==> config.mk <==
export PLATFORM = sky130hd
export DESIGN_NAME = mem_io_bridge
export DESIGN_NICKNAME = d
export VERILOG_FILES = /design/src/rtl/mem_io_bridge.sv
export SDC_FILE = /design/constraint.sdc
export NUM_CORES = 1
export LEC_CHECK = 0
export CAP_MARGIN = 20
export CORE_ASPECT_RATIO = 1.1
export CORE_UTILIZATION = 49
export CTS_BUF_LIST = sky130_fd_sc_hd__clkbuf_4 sky130_fd_sc_hd__clkbuf_8
export DETAILED_ROUTE_END_ITERATION = 8
export PLACE_DENSITY = 0.95
export SLEW_MARGIN = 25
export SYNTH_ARGS = -nofsm -noshare
export SYNTH_HDL_FRONTEND = slang
export SYNTH_SLANG_ARGS = --single-unit
==> constraint.sdc <==
create_clock -name clock -period 6.1 [get_ports clock]
set_clock_uncertainty 0.05 [all_clocks]
set_input_delay 0.915 -clock clock [delete_from_list [all_inputs] [get_ports clock]]
set_output_delay 0.915 -clock clock [all_outputs]
set_load 0.01 [all_outputs]
==> src/rtl/mem_io_bridge.sv <==
// Bridge between the CPU load/store datapath and Data-Memory plus memory-mapped IO channels.
// Registered output channels with strobes, synchronised inputs, stalled multi-cycle reads, sticky error.
module mem_io_bridge #(
  parameter logic [31:0] IO_BASE = 32'hFFFF_FC00,
  parameter int          N_OUT   = 4,
  parameter int          N_IN    = 4,
  parameter int          IO_W    = 16,
  parameter int          MEM_LAT = 1
) (
  input  logic                  clock,
  input  logic                  reset,
  input  logic                  mRead,
  input  logic                  mWrite,
  input  logic                  ioRead,
  input  logic                  ioWrite,
  input  logic [31:0]           addr_in,
  input  logic [31:0]           r_rdata,
  input  logic [31:0]           m_rdata,
  input  logic [N_IN*IO_W-1:0]  io_in,
  output logic [31:0]           addr_out,
  output logic                  m_wen,
  output logic [31:0]           m_wdata,
  output logic [31:0]           r_wdata,
  output logic                  rdata_valid,
  output logic                  stall,
  output logic [N_OUT*IO_W-1:0] io_out,
  output logic [N_OUT-1:0]      io_strobe,
  output logic                  err,
  output logic [1:0]            dbg_state
);

  typedef enum logic [1:0] {IDLE = 2'd0, WAIT = 2'd1, DONE = 2'd2} state_t;

  state_t              state, state_n;
  logic [2:0]          cnt, cnt_n;
  logic [31:0]         rd_q;
  logic                latch;
  logic [N_IN*IO_W-1:0] sync1, sync2;
  logic [29:0]         idx;
  logic                in_win, out_hit, in_hit;
  logic                io_wr_ok, err_set;
  logic [IO_W-1:0]     in_chan;
  logic [31:0]         in_ext;

  // Word index relative to the IO window; IO_BASE is word aligned.
  assign idx     = addr_in[31:2] - IO_BASE[31:2];
  assign in_win  = (addr_in >= IO_BASE);
  assign out_hit = in_win && (idx < 30'(N_OUT));
  assign in_hit  = in_win && (idx >= 30'd16) && (idx < 30'(16 + N_IN));

  assign addr_out  = addr_in;
  assign m_wen     = mWrite & ~ioWrite;
  assign m_wdata   = m_wen ? r_rdata : 32'h0;
  assign dbg_state = state;

  assign io_wr_ok = ioWrite & ~mWrite & out_hit;
  assign err_set  = (mRead & ioRead) | (mWrite & ioWrite)
                  | (ioWrite & ~mWrite & ~out_hit)
                  | (ioRead & ~mRead & ~in_hit);

  always_comb begin
    in_chan = '0;
    for (int k = 0; k < N_IN; k++) begin
      if (idx == 30'(16 + k)) in_chan = sync2[k*IO_W +: IO_W];
    end
    in_ext = '0;
    in_ext[IO_W-1:0] = in_chan;
  end

  // Handshake: stall high means the controller must hold mRead/addr_in and freeze the PC;
  // r_wdata is meaningful only in a cycle where rdata_valid is high, and is 0 otherwise.
  always_comb begin
    state_n     = state;
    cnt_n       = cnt;
    latch       = 1'b0;
    stall       = 1'b0;
    rdata_valid = 1'b0;
    r_wdata     = 32'h0;
    case (state)
      IDLE: begin
        if (MEM_LAT != 0 && mRead && !ioRead) begin
          stall   = 1'b1;
          state_n = WAIT;
          cnt_n   = 3'(MEM_LAT - 1);
        end
      end
      WAIT: begin
        stall = 1'b1;
        if (cnt == 3'd0) begin
          latch   = 1'b1;
          state_n = DONE;
        end else begin
          cnt_n = cnt - 3'd1;
        end
      end
      DONE: begin
        rdata_valid = 1'b1;
        r_wdata     = rd_q;
        state_n     = IDLE;
      end
      default: state_n = IDLE;
    endcase
    if (state == IDLE && !stall && !(mRead && ioRead)) begin
      if (ioRead) begin
        rdata_valid = 1'b1;
        r_wdata     = in_hit ? in_ext : 32'h0;
      end else if (mRead && MEM_LAT == 0) begin
        rdata_valid = 1'b1;
        r_wdata     = m_rdata;
      end
    end
  end

  always_ff @(posedge clock) begin
    if (reset) begin
      state     <= IDLE;
      cnt       <= 3'd0;
      rd_q      <= 32'h0;
      sync1     <= '0;
      sync2     <= '0;
      io_out    <= '0;
      io_strobe <= '0;
      err       <= 1'b0;
    end else begin
      state     <= state_n;
      cnt       <= cnt_n;
      sync1     <= io_in;
      sync2     <= sync1;
      io_strobe <= '0;
      if (latch) rd_q <= m_rdata;
      for (int k = 0; k < N_OUT; k++) begin
        if (io_wr_ok && idx == 30'(k)) begin
          io_out[k*IO_W +: IO_W] <= r_rdata[IO_W-1:0];
          io_strobe[k]           <= 1'b1;
        end
      end
      if (err_set) err <= 1'b1;
    end
  end

endmodule

# Word-level counts from Yosys, hierarchy flattened
# Cells that the tools add are included.
# totals
regBits	234
latch_bits	0
mem_bits_rw	0
rom_bits	0
input_bits	166
out_inout_bits	170
elab_cells	91
mem_count	0
# op_classes
add_sub_neg	2
mul	0
n_div	0
n_lt_le_gt_ge	4
n_eq_ne	12
n_shift	0
n_mux	26
n_bitwise	16
n_reduce_logical	20
# op_table
op	count
2-to-1 mux 32 bit	4
equality test 30 x 5 -> 1 bit, second input constant	4
2-to-1 mux 16 bit	5
equality test 30 x 2 -> 1 bit, second input constant	2
greater-or-equal comparator 32 bit, second input constant	1
equality test 30 x 1 -> 1 bit, second input constant	1
greater-or-equal comparator 30 x 5 -> 1 bit, second input constant	1
zero test 30 bit	1
< comparator 30 x 3 -> 1 bit, second input constant	1
< comparator 30 x 5 -> 1 bit, second input constant	1
subtractor 30 bit, second input constant	1
logical AND 1 bit	11
2-to-1 mux 1 bit	10
AND 1 bit	8
2-to-1 mux 3 bit	2
inequality test 2 bit, second input constant	3
case mux 3 bit (2 select lines)	1
inverter 1 bit	5
2-to-1 mux 2 bit	2
case mux 2 bit (2 select lines)	1
zero test 1 bit	3
zero test 3 bit	1
bitwise OR 1 bit	3
AND reduction 3 bit	1
other kinds (7)	7

# Logic depth before layout (Yosys ltp)
# logic_depth
depth_word	9
ltp_mapped	8
mapped_depth_nobuf	6

# Worst setup path before layout
# No wires, ideal clock.
# synth_path
path_kind	input port to output port
startpoint	input port addr_in[9]
endpoint	output port r_wdata[4]
t_arrival_ps	2769
required_ps	5135
path_slack_ps	2366
cell_stages	6
path_buffers	1
cell_sequence	or4b_4 > nor3_1 > nand4b_1 > clkbuf_1 > or3_1 > a21oi_1
# synth_between
elab_chain_len	9
elab_cells_between_ends	17
classes_between	add/sub: 1; order compare: 3; eq/ne: 4; mux: 7; reduce/logical: 2
# synth_lines
element	line_no	source
start, declared	16	input logic [31:0] addr_in,
parallel branches: the longest is 6 deep, another holds subtractor 30 bit	n/a	
2-to-1 mux 16 bit *	106	r_wdata = in_hit ? in_ext : 32'h0;
2-to-1 mux 32 bit *	104	if (ioRead) begin
2-to-1 mux 32 bit *	103	if (state == IDLE && !stall && !(mRead && ioRead)) begin
end, declared	23	output logic [31:0] r_wdata,
# Mark *: on every way between the ends.

# Final worst setup path
# layout_path
startpoint	input port addr_in[17]
endpoint	output port r_wdata[7]
# The elaborated chain is that of the path after synthesis.

==> impl_metrics.tcl <==
set metrics [dict create \
    ys_ff_latch 234 \
    postCtsSetupBuffers 0 \
    synth_top_area_frac 0.532 \
    drive_above_1_share 0.0776 \
    die_w_um 130 \
    rows 51 \
    area_growth_pct 45.5 \
    critical_path_class "primary input to primary output" \
    fmax_ghz 0.195 \
    routed_wl_mm 24.8 \
    layout.cells.non_filler 1475 \
    cts-root-buf "clkbuf_8" \
    leakage_nw 4.81 \
    clk_pin_slew_ns 0.07 \
    crit_fanout 9 \
    grt_pass1_wl_mm 36.7 \
    arrival_ns 4.15 \
    seq_power_share 0.488 \
    tritoncts "done" \
    hp-class "flip-flop to flip-flop" \
    cts_hold_buffers 0 \
    clockBufferDepth 3 \
    grt_overflow_total 0 \
    syn_area_per_cell_sq_um 9.58 \
    fp.coreArea_sq_um 17700 \
    netlist_instances 919 \
    status "finished, final reports clean" \
    ios 336 \
    numCtsBuffers 37 \
    dieArea_sq_um 18500 \
    ys_warn_count 0 \
    peakVddDrop_mv 0.200 \
    end_kind "primary output" \
    drc 0 \
    dr.first_iter.drc_count 394 \
    async_reset_ff_frac 0 \
    detail-route-antenna-nets 0 \
    grtUsageTotal 0.260 \
    synth_most_common_cell "dfxtp_1" \
    htreeDepth 2 \
    initial_core_util 0.498 \
    rsz0062_at_grt "false" \
    synthTopCellsByArea "dfxtp_1 53%, nor2b_1 9.5%, mux2i_1 8.3%" \
    place_congestion 0.846 \
    drtPass1Iterations 5 \
    via_per_inst 5.07 \
    ys_seq_area_frac 0.532 \
    internal_power_mw 2.51 \
    swShare 0.237 \
    clock-sinks 234 \
    clkPwrFrac 0.409 \
    hold_violations 0 \
    dominantRegCellSynth "dfxtp_1" \
    period_minus_slack_ns 5.12 \
    synth_edf_count 0 \
    setup_viol 0 \
    yosysTopAreaCell "dfxtp_1" \
    fin_crit_sh 0.839 \
    synthTopCellsByCount "234 x dfxtp_1, 134 x nor2b_1, 91 x nand2_1" \
    drv_slew 0 \
    post-place-cells 1411 \
    antenna_found_initial 0 \
    slew_headroom 0.353 \
    cellPowerDensity_nw_per_um2 257 \
    io_buffers 331 \
    insertion_delay_ns 0.54 \
    nNetsFinal 1380 \
    diodes 0 \
    die_h_um 143 \
    grt_max_degree 84 \
    synth_nets 1087 \
    grt_pass1_vias 7251 \
    maxCapViolCount 0 \
    vias 7484 \
    comb_power_share 0.103 \
    synth_area_sq_um 8810 \
    synth_cell_type_count 40 \
    finalSetupTns_ns 0 \
    worst_pin_slew_ns 0.962 \
    startpoint_type "primary input" \
    detail_route.wl_per_cell_um 16.8 \
    switchingPower_uw 780 \
    critical_path_required_ns 5.13 \
    cts_resized 0 \
    dp_hpwl_mm 17.7 \
]
[kinds of logic after synthesis]
kind of cell    count (synthesis)  share of synthesized area
xor+xnor                        2                    0.00199
fa+ha+maj                       2                    0.00284
mux                            81                     0.0932
buf+inv                        91                     0.0564
flops                         234                      0.532
simple gates                  430                      0.263
compound gates                 79                     0.0507
[path summary, 6_finish.rpt]
path | from | depth (start not counted) | slack, ns | end
worst min-delay path | sync1[10]$_SDFF_PP0_ | 1 | 0.38 | sync2[10]$_SDFF_PP0_
worst max-delay path | addr_in[17] | 7 | 0.98 | r_wdata[7]
worst max register to register | cnt[0]$_SDFFE_PP0P_ | 6 | 4.31 | rd_q[6]$_SDFFE_PP0P_
worst min register to register | sync1[10]$_SDFF_PP0_ | 1 | 0.38 | sync2[10]$_SDFF_PP0_
[metrics by stage]
step / hold slack [ns] / power [mW] / setup slack [ns] / utilization / instance area [sq um]
floorplan: 0.364 / 1.79 / 2.37 / - / 8810
global placement: 0.368 / 1.96 / 1.12 / 0.681 / 12000
detailed placement: 0.372 / 1.97 / 1.02 / 0.681 / 12000
CTS: 0.386 / 3.32 / 1.01 / 0.724 / 12800
global route: 0.399 / 3.42 / 0.824 / 0.725 / 12800
finish: 0.379 / 3.29 / 0.984 / 0.725 / 12800
[power groups by stage]
stage | Clock (mW) | Combinational [mW] | Sequential [mW]
6_report | 1.35 | 0.339 | 1.61
5_1_grt | 1.45 | 0.363 | 1.61
4_1_cts | 1.38 | 0.340 | 1.61
3_5_place_dp | 0 | 0.336 | 1.64
3_3_place_gp | 0 | 0.328 | 1.63
2_1_floorplan | 0 | 0.154 | 1.63
[critical path: stages]
cell and delay, ns:
clkdlybuf4s50_1 0.53, or4b_4 0.50, nor3_1 0.50, nand3_1 0.44, or3_1 0.45, o21ai_0 0.23
clkdlybuf4s50_1 0.59
[layer usage]
layer  share of wire  GRT usage  vias to the layer above
met2            0.49      0.451                      353
li1                -          -                     3588
met5               0          0                        -
met1            0.37      0.277                     3459
met3           0.075     0.0654                       84
met4           0.057      0.176                        0
[area by class of cell]
| class | instances | area, sq um |
|---|---|---|
| clock buffers | 53 | 692 |
| clock inverters | 11 | 73.8 |
| fillers | 1225 | 4870 |
| inverters | 4 | 15.0 |
| multi-input cells | 594 | 3660 |
| flip-flops and latches | 234 | 4680 |
| well taps | 238 | 298 |
| repair buffers | 341 | 3390 |
[registers in the layout, indices dropped and copies added, names as in the netlist]
register,count
err,1
io_out,64
cnt,3
io_strobe,4
sync1,64
sync2,64
dbg_state,2
rd_q,32
[placed cells by master (no fill, tap or decap), drive strengths merged, types with 2 or more instances in the layout]
master / count
clkbuf: 53
or4: 5
buf: 11
clkinvlp: 5
o22ai: 8
o21ai: 8
nand3: 5
nor3: 20
nand2b: 3
nor2: 76
mux2i: 73
clkinv: 5
xnor2: 2
ha: 2
clkdlybuf4s50: 330
and2: 56
or3: 19
dfxtp: 234
o32ai: 8
inv: 5
mux2: 8
nand2: 91
nand4: 6
nor4: 9
nor2b: 134
a21oi: 51
Power figures use the tool's default switching activity.
